<file path="config.mk">
export PLATFORM = sky130hd
export DESIGN_NAME = qoa_stream_sequencer_flat
export DESIGN_NICKNAME = d
export VERILOG_FILES = /design/src/rtl/qoa_stream_sequencer_if.sv /design/src/rtl/qoa_stream_sequencer.sv /design/src/flat_wrapper.sv
export SDC_FILE = /design/constraint.sdc
export NUM_CORES = 1
export LEC_CHECK = 0
export BUFFER_PORTS_ARGS = -buffer_cell sky130_fd_sc_hd__clkbuf_2
export CORE_MARGIN = 5
export CORE_UTILIZATION = 42
export CTS_BUF_LIST = sky130_fd_sc_hd__clkbuf_8
export CTS_CLUSTER_DIAMETER = 60
export CTS_CLUSTER_SIZE = 12
export DETAILED_ROUTE_END_ITERATION = 8
export HOLD_SLACK_MARGIN = 0.15
export PLACE_DENSITY = 0.65
export SETUP_SLACK_MARGIN = 0.3
export SLEW_MARGIN = 20
export SYNTH_ARGS = -nofsm -noshare
export SYNTH_HDL_FRONTEND = slang
export SYNTH_SLANG_ARGS = --single-unit
</file>
<file path="constraint.sdc">
create_clock -name clk -period 3.7 [get_ports clk]
set_clock_uncertainty 0.15 [all_clocks]
set_input_delay 0.185 -clock clk [delete_from_list [all_inputs] [get_ports clk]]
set_output_delay 0.185 -clock clk [all_outputs]
set_load 0.01 [all_outputs]
</file>
<file path="src/rtl/qoa_stream_sequencer_if.sv">
// Byte stream in, LMS words and 64-bit slice words out, between SPI RX and the QOA decoder.
// valid/ready: a transfer happens on a rising clk edge where both are high; the source holds valid and data until then.
interface qoa_stream_sequencer_if;
  logic        in_valid;
  logic [7:0]  in_data;
  logic        in_ready;
  logic        lms_we;
  logic [2:0]  lms_sel;
  logic [15:0] lms_data;
  logic        slice_valid;
  logic [63:0] slice_data;
  logic        slice_ready;
  logic        last_slice;

  modport master (
    output in_valid, in_data, slice_ready,
    input  in_ready, lms_we, lms_sel, lms_data, slice_valid, slice_data, last_slice
  );

  modport slave (
    input  in_valid, in_data, slice_ready,
    output in_ready, lms_we, lms_sel, lms_data, slice_valid, slice_data, last_slice
  );
endinterface

</file>
<file path="src/rtl/qoa_stream_sequencer.sv">
// Parses the QOA file/frame headers and LMS state from a byte stream, forwards LMS words and
// assembled slices to the decoder, and tracks sample/byte budgets with sticky error reporting.
module qoa_stream_sequencer #(
   parameter int unsigned MAX_FRAME_SAMPLES = 5120,
   parameter int unsigned BYTECNT_W         = 16
) (
   input  logic                   clk,
   input  logic                   rst_n,
   input  logic                   restart,
   qoa_stream_sequencer_if.slave  bus,
   output logic [23:0]            samplerate,
   output logic [15:0]            frame_samples,
   output logic                   file_done,
   output logic                   err,
   output logic [2:0]             err_code,
   output logic [2:0]             dbg_state
);

   typedef enum logic [2:0] {
      S_FILE_HDR  = 3'd0,
      S_FRAME_HDR = 3'd1,
      S_LMS       = 3'd2,
      S_SLICE_RX  = 3'd3,
      S_SLICE_OUT = 3'd4,
      S_ERROR     = 3'd5
   } state_t;

   state_t               state;
   logic [3:0]           byte_idx;
   logic [31:0]          total;
   logic [15:0]          hdr_sh;
   logic [15:0]          fsize;
   logic [15:0]          remaining;
   logic [BYTECNT_W-1:0] frame_bytes;
   logic                 in_ready_q, lms_we_q, slice_valid_q, last_slice_q;
   logic [2:0]           lms_sel_q;
   logic [15:0]          lms_data_q;
   logic [63:0]          slice_data_q;

   logic                 accept;
   logic [31:0]          total_next;
   logic [15:0]          word_next;
   logic [2:0]           fault;

   assign accept     = bus.in_valid & in_ready_q;
   // The file header shifts through 'total' so the magic sits in it when byte 3 arrives.
   assign total_next = {total[23:0], bus.in_data};
   assign word_next  = {hdr_sh[7:0], bus.in_data};

   assign bus.in_ready    = in_ready_q;
   assign bus.lms_we      = lms_we_q;
   assign bus.lms_sel     = lms_sel_q;
   assign bus.lms_data    = lms_data_q;
   assign bus.slice_valid = slice_valid_q;
   assign bus.slice_data  = slice_data_q;
   assign bus.last_slice  = last_slice_q;
   assign dbg_state       = state;

   always_comb begin
      fault = 3'd0;
      case (state)
         S_FILE_HDR:
            if (accept && byte_idx == 4'd3 && total_next != 32'h716F_6166) fault = 3'd1;
            else if (accept && byte_idx == 4'd7 && total_next == 32'd0)     fault = 3'd5;
         S_FRAME_HDR:
            if (accept && byte_idx == 4'd0 && bus.in_data != 8'd1) fault = 3'd2;
            else if (accept && byte_idx == 4'd5 &&
                     (word_next == 16'd0 || 32'(word_next) > MAX_FRAME_SAMPLES)) fault = 3'd3;
         S_SLICE_OUT:
            if (bus.slice_ready && last_slice_q && frame_bytes != BYTECNT_W'(fsize)) fault = 3'd4;
         default: ;
      endcase
   end

   always_ff @(posedge clk or negedge rst_n) begin
      if (!rst_n) begin
         state <= S_FILE_HDR;  byte_idx <= 4'd0;  total <= 32'd0;  hdr_sh <= 16'd0;
         fsize <= 16'd0;  remaining <= 16'd0;  frame_bytes <= '0;
         in_ready_q <= 1'b1;  lms_we_q <= 1'b0;  lms_sel_q <= 3'd0;  lms_data_q <= 16'd0;
         slice_valid_q <= 1'b0;  slice_data_q <= 64'd0;  last_slice_q <= 1'b0;
         samplerate <= 24'd0;  frame_samples <= 16'd0;
         file_done <= 1'b0;  err <= 1'b0;  err_code <= 3'd0;
      end else if (restart) begin
         state <= S_FILE_HDR;  byte_idx <= 4'd0;  total <= 32'd0;  hdr_sh <= 16'd0;
         fsize <= 16'd0;  remaining <= 16'd0;  frame_bytes <= '0;
         in_ready_q <= 1'b1;  lms_we_q <= 1'b0;  lms_sel_q <= 3'd0;  lms_data_q <= 16'd0;
         slice_valid_q <= 1'b0;  slice_data_q <= 64'd0;  last_slice_q <= 1'b0;
         samplerate <= 24'd0;  frame_samples <= 16'd0;
         file_done <= 1'b0;  err <= 1'b0;  err_code <= 3'd0;
      end else begin
         lms_we_q  <= 1'b0;
         file_done <= 1'b0;
         if (accept) begin
            hdr_sh   <= word_next;
            byte_idx <= byte_idx + 4'd1;
            if (state == S_FRAME_HDR || state == S_LMS || state == S_SLICE_RX)
               frame_bytes <= frame_bytes + BYTECNT_W'(1);
         end
         if (fault != 3'd0) begin
            state         <= S_ERROR;
            err           <= 1'b1;
            err_code      <= fault;
            in_ready_q    <= 1'b1;
            slice_valid_q <= 1'b0;
            last_slice_q  <= 1'b0;
         end else begin
            case (state)
               S_FILE_HDR: if (accept) begin
                  total <= total_next;
                  if (byte_idx == 4'd7) begin
                     byte_idx    <= 4'd0;
                     frame_bytes <= '0;
                     state       <= S_FRAME_HDR;
                  end
               end
               S_FRAME_HDR: if (accept) begin
                  if (byte_idx == 4'd3) samplerate    <= {hdr_sh, bus.in_data};
                  if (byte_idx == 4'd5) frame_samples <= word_next;
                  if (byte_idx == 4'd7) begin
                     fsize     <= word_next;
                     remaining <= frame_samples;
                     byte_idx  <= 4'd0;
                     state     <= S_LMS;
                  end
               end
               S_LMS: if (accept) begin
                  if (byte_idx[0]) begin
                     lms_we_q   <= 1'b1;
                     lms_sel_q  <= byte_idx[3:1];
                     lms_data_q <= word_next;
                  end
                  if (byte_idx == 4'd15) begin
                     byte_idx <= 4'd0;
                     state    <= S_SLICE_RX;
                  end
               end
               S_SLICE_RX: if (accept) begin
                  slice_data_q <= {slice_data_q[55:0], bus.in_data};
                  if (byte_idx == 4'd7) begin
                     byte_idx      <= 4'd0;
                     slice_valid_q <= 1'b1;
                     last_slice_q  <= (remaining <= 16'd20);
                     in_ready_q    <= 1'b0;
                     state         <= S_SLICE_OUT;
                  end
               end
               S_SLICE_OUT: if (bus.slice_ready) begin
                  slice_valid_q <= 1'b0;
                  last_slice_q  <= 1'b0;
                  in_ready_q    <= 1'b1;
                  remaining     <= (remaining > 16'd20) ? remaining - 16'd20 : 16'd0;
                  if (last_slice_q) begin
                     frame_bytes <= '0;
                     // Any file total not above this frame's count means the file is exhausted.
                     if (total <= {16'd0, frame_samples}) begin
                        total     <= 32'd0;
                        file_done <= 1'b1;
                        state     <= S_FILE_HDR;
                     end else begin
                        total <= total - {16'd0, frame_samples};
                        state <= S_FRAME_HDR;
                     end
                  end else begin
                     state <= S_SLICE_RX;
                  end
               end
               S_ERROR: ;
               default: state <= S_FILE_HDR;
            endcase
         end
      end
   end

endmodule

</file>
<file path="src/flat_wrapper.sv">
// flat-port wrapper written by rule: the top's interface ports become plain ports
module qoa_stream_sequencer_flat 
#(
   parameter int unsigned MAX_FRAME_SAMPLES = 5120,
   parameter int unsigned BYTECNT_W         = 16
)
  (clk, rst_n, restart, samplerate, frame_samples, file_done, err, err_code, dbg_state, bus_in_valid, bus_in_data, bus_slice_ready, bus_in_ready, bus_lms_we, bus_lms_sel, bus_lms_data, bus_slice_valid, bus_slice_data, bus_last_slice);
  qoa_stream_sequencer_if bus_i ();
  input  logic clk;
  input  logic rst_n;
  input  logic restart;
  output logic [23:0] samplerate;
  output logic [15:0] frame_samples;
  output logic file_done;
  output logic err;
  output logic [2:0] err_code;
  output logic [2:0] dbg_state;
  input wire logic [$bits(bus_i.in_valid)-1:0] bus_in_valid;
  input wire logic [$bits(bus_i.in_data)-1:0] bus_in_data;
  input wire logic [$bits(bus_i.slice_ready)-1:0] bus_slice_ready;
  output wire logic [$bits(bus_i.in_ready)-1:0] bus_in_ready;
  output wire logic [$bits(bus_i.lms_we)-1:0] bus_lms_we;
  output wire logic [$bits(bus_i.lms_sel)-1:0] bus_lms_sel;
  output wire logic [$bits(bus_i.lms_data)-1:0] bus_lms_data;
  output wire logic [$bits(bus_i.slice_valid)-1:0] bus_slice_valid;
  output wire logic [$bits(bus_i.slice_data)-1:0] bus_slice_data;
  output wire logic [$bits(bus_i.last_slice)-1:0] bus_last_slice;
  assign bus_i.in_valid = bus_in_valid;
  assign bus_i.in_data = bus_in_data;
  assign bus_i.slice_ready = bus_slice_ready;
  assign bus_in_ready = bus_i.in_ready;
  assign bus_lms_we = bus_i.lms_we;
  assign bus_lms_sel = bus_i.lms_sel;
  assign bus_lms_data = bus_i.lms_data;
  assign bus_slice_valid = bus_i.slice_valid;
  assign bus_slice_data = bus_i.slice_data;
  assign bus_last_slice = bus_i.last_slice;
  qoa_stream_sequencer #(.MAX_FRAME_SAMPLES(MAX_FRAME_SAMPLES), .BYTECNT_W(BYTECNT_W)) u_core (.clk(clk), .rst_n(rst_n), .restart(restart), .bus(bus_i), .samplerate(samplerate), .frame_samples(frame_samples), .file_done(file_done), .err(err), .err_code(err_code), .dbg_state(dbg_state));
endmodule
</file>
# Word-level counts from Yosys, hierarchy flattened
# Index checks and enable logic that the tools add are counted.
totals:
  inputBits: 13
  ram_bits: 0
  mem_bits_ro: 0
  n_memories: 0
  word_cells: 210
  register_bits: 235
  latchBits: 0
classes:
  div: 0
  bitwise: 1
  order_cmp: 4
  shift: 0
  n_reduce_logical: 40
  n_mul: 0
  addsub: 4
  eq_ne: 28
  mux: 114
op_table:
  columns: ["op", "n"]
  rows:
  - ["16-bit 2-to-1 mux", 31]
  - ["64-bit 2-to-1 mux", 4]
  - ["32-bit 2-to-1 mux", 6]
  - ["24-bit 2-to-1 mux", 5]
  - ["3-bit 2-to-1 mux", 22]
  - ["16-bit case mux with 2 select lines", 2]
  - ["32-bit case mux with 2 select lines", 1]
  - ["32-bit by 16-bit <= comparator with 1-bit output", 1]
  - ["32-bit logical NOT", 1]
  - ["32-bit by 31-bit inequality test with 1-bit output, second input constant", 1]
  - ["32-bit by 16-bit subtractor with 32-bit output", 1]
  - ["1-bit 2-to-1 mux", 28]
  - ["4-bit 2-to-1 mux", 7]
  - ["4-bit AND reduction", 5]
  - ["3-bit case mux with 6 select lines", 1]
  - ["2-bit nonzero test", 9]
  - ["16-bit by 1-bit adder with 16-bit output, second input constant", 1]
  - ["16-bit by 13-bit > comparator with 1-bit output, second input constant", 1]
  - ["16-bit by 5-bit > comparator with 1-bit output, second input constant", 1]
  - ["16-bit by 5-bit <= comparator with 1-bit output, second input constant", 1]
  - ["16-bit logical NOT", 1]
  - ["16-bit inequality test", 1]
  - ["4-bit by 3-bit inequality test with 1-bit output, second input constant", 4]
  - ["16-bit by 5-bit subtractor with 16-bit output, second input constant", 1]
  - ["other kinds (28)", 55]

# Logic depth before layout (Yosys ltp)
depth:
  depth_word: 10
  depth_mapped: 12
  ltp_nobuf: 11

# Worst setup path after synthesis
# No wires, ideal clock.
synth_timing:
  kind: "register to register"
  startpoint: "reg u_core.frame_samples[12]"
  endpoint: "reg u_core.total[29]"
  setup_slack_ns: 0.977
  path_buffers: 1
  path_stages_with_launch: 11
  arrival_time_ns: 2.474
  path_cell_list: "dfrtp_1 inv_1 ha_1 clkbuf_1 a21oi_1 o21ai_1 a221o_1 a211o_1 or3_1 a21o_1 a311oi_1"
synth_via:
  elab_chain_cells: 7
  word_cells_on_any_way: 8
synth_rtl:
  columns: ["element", "line_no", "text"]
  rows:
  - ["start: declaration", "qoa_stream_sequencer.sv:12", "output logic [15:0] frame_samples,"]
  - ["start signal: assignment", "qoa_stream_sequencer.sv:118", "if (byte_idx == 4'd5) frame_samples <= word_next;"]
  - ["32-bit by 16-bit subtractor with 32-bit output / 32-bit by 16-bit <= comparator with 1-bit output (equally long branches)", "qoa_stream_sequencer.sv:160, qoa_stream_sequencer.sv:155", null]
  - ["32-bit 2-to-1 mux *", "qoa_stream_sequencer.sv:155", "if (total <= {16'd0, frame_samples}) begin"]
  - ["32-bit 2-to-1 mux *", "qoa_stream_sequencer.sv:152", "if (last_slice_q) begin"]
  - ["32-bit 2-to-1 mux *", "qoa_stream_sequencer.sv:147", "S_SLICE_OUT: if (bus.slice_ready) begin"]
  - ["32-bit case mux with 2 select lines *", "qoa_stream_sequencer.sv:107", "case (state)"]
  - ["32-bit 2-to-1 mux *", "qoa_stream_sequencer.sv:99", "if (fault != 3'd0) begin"]
  - ["32-bit 2-to-1 mux *", "qoa_stream_sequencer.sv:83", "end else if (restart) begin"]
  - ["end signal: assignment", "qoa_stream_sequencer.sv:109", "total <= total_next;"]
  - ["end signal: assignment", "qoa_stream_sequencer.sv:160", "total <= total - {16'd0, frame_samples};"]
  - ["end: declaration", "qoa_stream_sequencer.sv:30", "logic [31:0] total;"]
# Mark *: on every way between the ends. The rest lies on a longest branch, timed or not. The select of a mux whose other input is x is not followed.
# A chain may end at the register's enable or synchronous reset.

# Final worst setup path
layout_timing:
  startpoint: "reg u_core.total[0]"
  endpoint: "reg u_core.total[0]"
layout_via:
  elab_chain_cells: 8
  word_cells_on_any_way: 18
layout_rtl:
  columns: ["element"]
  rows:
  - ["parallel branches: the longest is 8 deep, another holds 32-bit by 16-bit subtractor with 32-bit output"]
# Several ways; the timed one is not identified. The select of a mux whose other input is x is not followed.

==> results.sh <==
export IMPL_maxCapViolCount=0
export IMPL_dr_total_vias=10700
export IMPL_die_w_um=181
export IMPL_crit_required_ns=4.00
export IMPL_dp_slack_ns=0.569
export IMPL_synth_nets=1396
export IMPL_worstPathArrival_ns=3.44
export IMPL_worst_setup_path_type="reg2reg"
export IMPL_synth_cell_types=80
export IMPL_num_io_pins=148
export IMPL_gp_congestion=0.940
export IMPL_synth_top_cells_by_area="dfrtp_1 (48%), nand2_1 (7.8%), a21oi_1 (5.9%), mux2i_1 (4.4%), nor2_1 (4.1%)"
export IMPL_synth_top_cell_area_share=0.476
export IMPL_drive_gt1_frac=0.163
export IMPL_synth_area_leader_cell="dfrtp_1"
export IMPL_diodes=0
export IMPL_rows=62
export IMPL_maxSlewViolCount=0
export IMPL_ir_drop_mv=0.259
export IMPL_max_freq_mhz=319
export IMPL_post_cts_buffers=0
export IMPL_hold_ws_ns=0.346
export IMPL_rsz0062_at_grt="false"
export IMPL_p_per_area_nw_per_um2=530
export IMPL_endpoint_kind="flop"
export IMPL_cellLeakagePower_nw=6.69
export IMPL_fp_coreArea_um2=28800
export IMPL_wl_per_cell_um=19.8
export IMPL_cts_made_buffers=26
export IMPL_io_buffers=147
export IMPL_holdBufCountCts=18
export IMPL_async_reset_ff_frac=1.00
export IMPL_hold_viol=0
export IMPL_die_area_um2=32800
export IMPL_hp_class="reg2reg"
export IMPL_die_y_um=181
export IMPL_syn_instance_count=1359
export IMPL_dp_cells=1834
export IMPL_antenna_found_initial=0
export IMPL_start_util=0.427
export IMPL_drcViolationCount=0
export IMPL_detail_route_antenna_nets=0
export IMPL_grt_pass1_vias=10300
export IMPL_clk_pin_slew_ns=0.08
export IMPL_root_buffer="clkbuf_8"
export IMPL_final_core_util=0.488
export IMPL_clk_insertion_delay_late_ns=0.58
export IMPL_synth_edff_count=0
export IMPL_drt_pass1_iterations=6
export IMPL_fin_crit_sh=0.848
export IMPL_outcome="completed"
export IMPL_h_tree_depth=1
export IMPL_layout_commonest_cell="nand2_1"
export IMPL_synth_seq_cells=235
export IMPL_worst_pin_slew_ns=1.12
export IMPL_fin_ws_ns=0.564
export IMPL_layout_common_cells="nand2_1 (256), dfrtp_1 (234), a21oi_1 (145), clkbuf_2 (145), nor2_1 (132)"
export IMPL_final_instance_count_excl_fill=1891
export IMPL_hpwlAfterDp_mm=25.9
export IMPL_final_setup_tns_ns=0
export IMPL_n_fill_cell=2777
export IMPL_setup_viol=0
export IMPL_track_usage=0.222
export IMPL_period_minus_slack_ns=3.14
export IMPL_cp_start_kind="flop"
export IMPL_slew_headroom=0.254
export IMPL_cts_sinks=235
export IMPL_syn_avg_cell_area_um2=9.04
export IMPL_yosys_most_used_dff="dfrtp_1"
export IMPL_cts_resized=0
export IMPL_area_growth_pct=14.1
export IMPL_syn_area_um2=12300
export IMPL_timing_critical_path_fanout_max=7
export IMPL_num_nets_final=1533
export IMPL_vias_per_cell=5.66
export IMPL_cts_tree="yes"
export IMPL_grt_max_degree=107
export IMPL_clockBufferDepth=3
export IMPL_grt_ovfl_total=0
export IMPL_wirelength_mm=37.4
export IMPL_seq_area_frac_synth=0.479
export IMPL_grt_pass1_wl_mm=59.6
export IMPL_drt_iter0_drc=1134
export IMPL_yosys_warnings=0
==> Yosys cell counts, types with 4 or more instances <==
library cell / count
nand4_1: 17
buf_2: 15
nor3_1: 27
a211oi_1: 6
or4_1: 5
inv_1: 39
nand3_1: 25
nor2b_1: 10
a32oi_1: 9
dfrtp_1: 234
nor2_1: 134
a21o_1: 4
a21oi_1: 145
o21a_1: 8
o31ai_1: 7
a221oi_1: 13
xor2_1: 33
o21ai_0: 43
nor4_2: 4
buf_1: 7
a31oi_1: 6
mux2i_1: 54
xnor2_1: 13
a32o_1: 8
clkbuf_1: 56
ha_1: 23
o211ai_1: 4
and3_1: 9
or3_1: 12
nor4_1: 21
o21ai_1: 7
a22oi_1: 6
and2_1: 5
nand2_1: 256
nand4b_1: 4
o32ai_1: 5
nand2b_1: 8
buf_6: 7
a311oi_1: 4
==> critical path: stages, from the launching register on <==
cell and delay [ns]:
dfrtp_1 0.42, inv_1 0.10, ha_1 0.17, inv_1 0.06
fa_1 0.42, nand3_1 0.11, a21oi_1 0.14, o31a_1 0.41
o21ai_1 0.48, buf_4 0.26, nor2_1 0.05, a211oi_1 0.20
a21oi_1 0.06
==> cells by family (layout without fill, tap and decap cells) <==
family	count (synthesis)	after routing	share of synthesized area
simple gates	565	565	0.214
compound gates	308	308	0.160
flops	235	235	0.479
buf+inv	127	275	0.0455
mux	54	54	0.0440
xor+xnor	46	46	0.0328
fa+ha+maj	24	24	0.0250
==> state kept, by name, summed over array words and instances, names as in the netlist <==
signal	count
u_core.bus.lms_we	1
u_core.err	1
u_core.bus.in_ready	1
u_core.hdr_sh	16
u_core.bus.slice_valid	1
u_core.bus.last_slice	1
u_core.file_done	1
u_core.fsize	16
u_core.total	32
u_core.remaining	16
u_core.byte_idx	4
u_core.dbg_state	3
u_core.bus.lms_sel	3
u_core.bus.lms_data	16
u_core.frame_samples	16
u_core.err_code	3
u_core.samplerate	24
u_core.frame_bytes	16
u_core.bus.slice_data	64
==> routing by layer <==
layer  track usage  share of wire  vias to the layer above
met5             0              0                        -
met1         0.314           0.44                     5260
met4        0.0597          0.026                        0
met3        0.0358          0.063                       61
met2         0.358           0.47                      354
li1              -              -                     5028
==> where the power goes <==
part | total (mW) | internal [mW] | leakage, nW | switching [mW]
Clock | 1.68 | 0.727 | 0.255 | 0.953
Sequential | 3.09 | 2.74 | 3.24 | 0.348
Combinational | 2.66 | 0.967 | 3.20 | 1.69
==> path summary, 6_finish.rpt <==
path | from | to | slack, ns | depth (start not counted)
setup / recovery | u_core.total[0]$_DFFE_PN0P_ | u_core.total[0]$_DFFE_PN0P_ | 0.56 | 12
hold / removal | u_core.bus.slice_valid$_DFFE_PN0P_ | u_core.bus.slice_valid$_DFFE_PN0P_ | 0.35 | 1
setup reg to reg | u_core.total[0]$_DFFE_PN0P_ | u_core.total[0]$_DFFE_PN0P_ | 0.56 | 12
hold reg to reg | u_core.bus.slice_valid$_DFFE_PN0P_ | u_core.bus.slice_valid$_DFFE_PN0P_ | 0.35 | 1
max in group asynchronous | rst_n | u_core.bus.slice_data[6]$_DFFE_PN0P_ | 2.22 | 4
min in group asynchronous | rst_n | u_core.bus.in_ready$_DFFE_PN1P_ | 0.59 | 3
==> through the flow <==
| stage | area [µm²] | power [mW] |
|---|---|---|
| global route | 14000 | 7.86 |
| detailed placement | 13400 | 5.71 |
| floorplan | 12300 | 4.94 |
| finish | 14000 | 7.43 |
| CTS | 14000 | 7.42 |
| global placement | 13400 | 5.69 |
==> final cells by class <==
type                    count  area (µm²)  area share
flip-flops and latches    235        5880       0.419
multi-input cells         997        5870       0.418
repair buffers            197        1190      0.0848
well taps                 384         480      0.0342
clock buffers              29         399      0.0284
inverters                  39         146      0.0104
clock inverters            10        67.6     0.00482
Note: power is estimated with default switching activity, not from simulation.
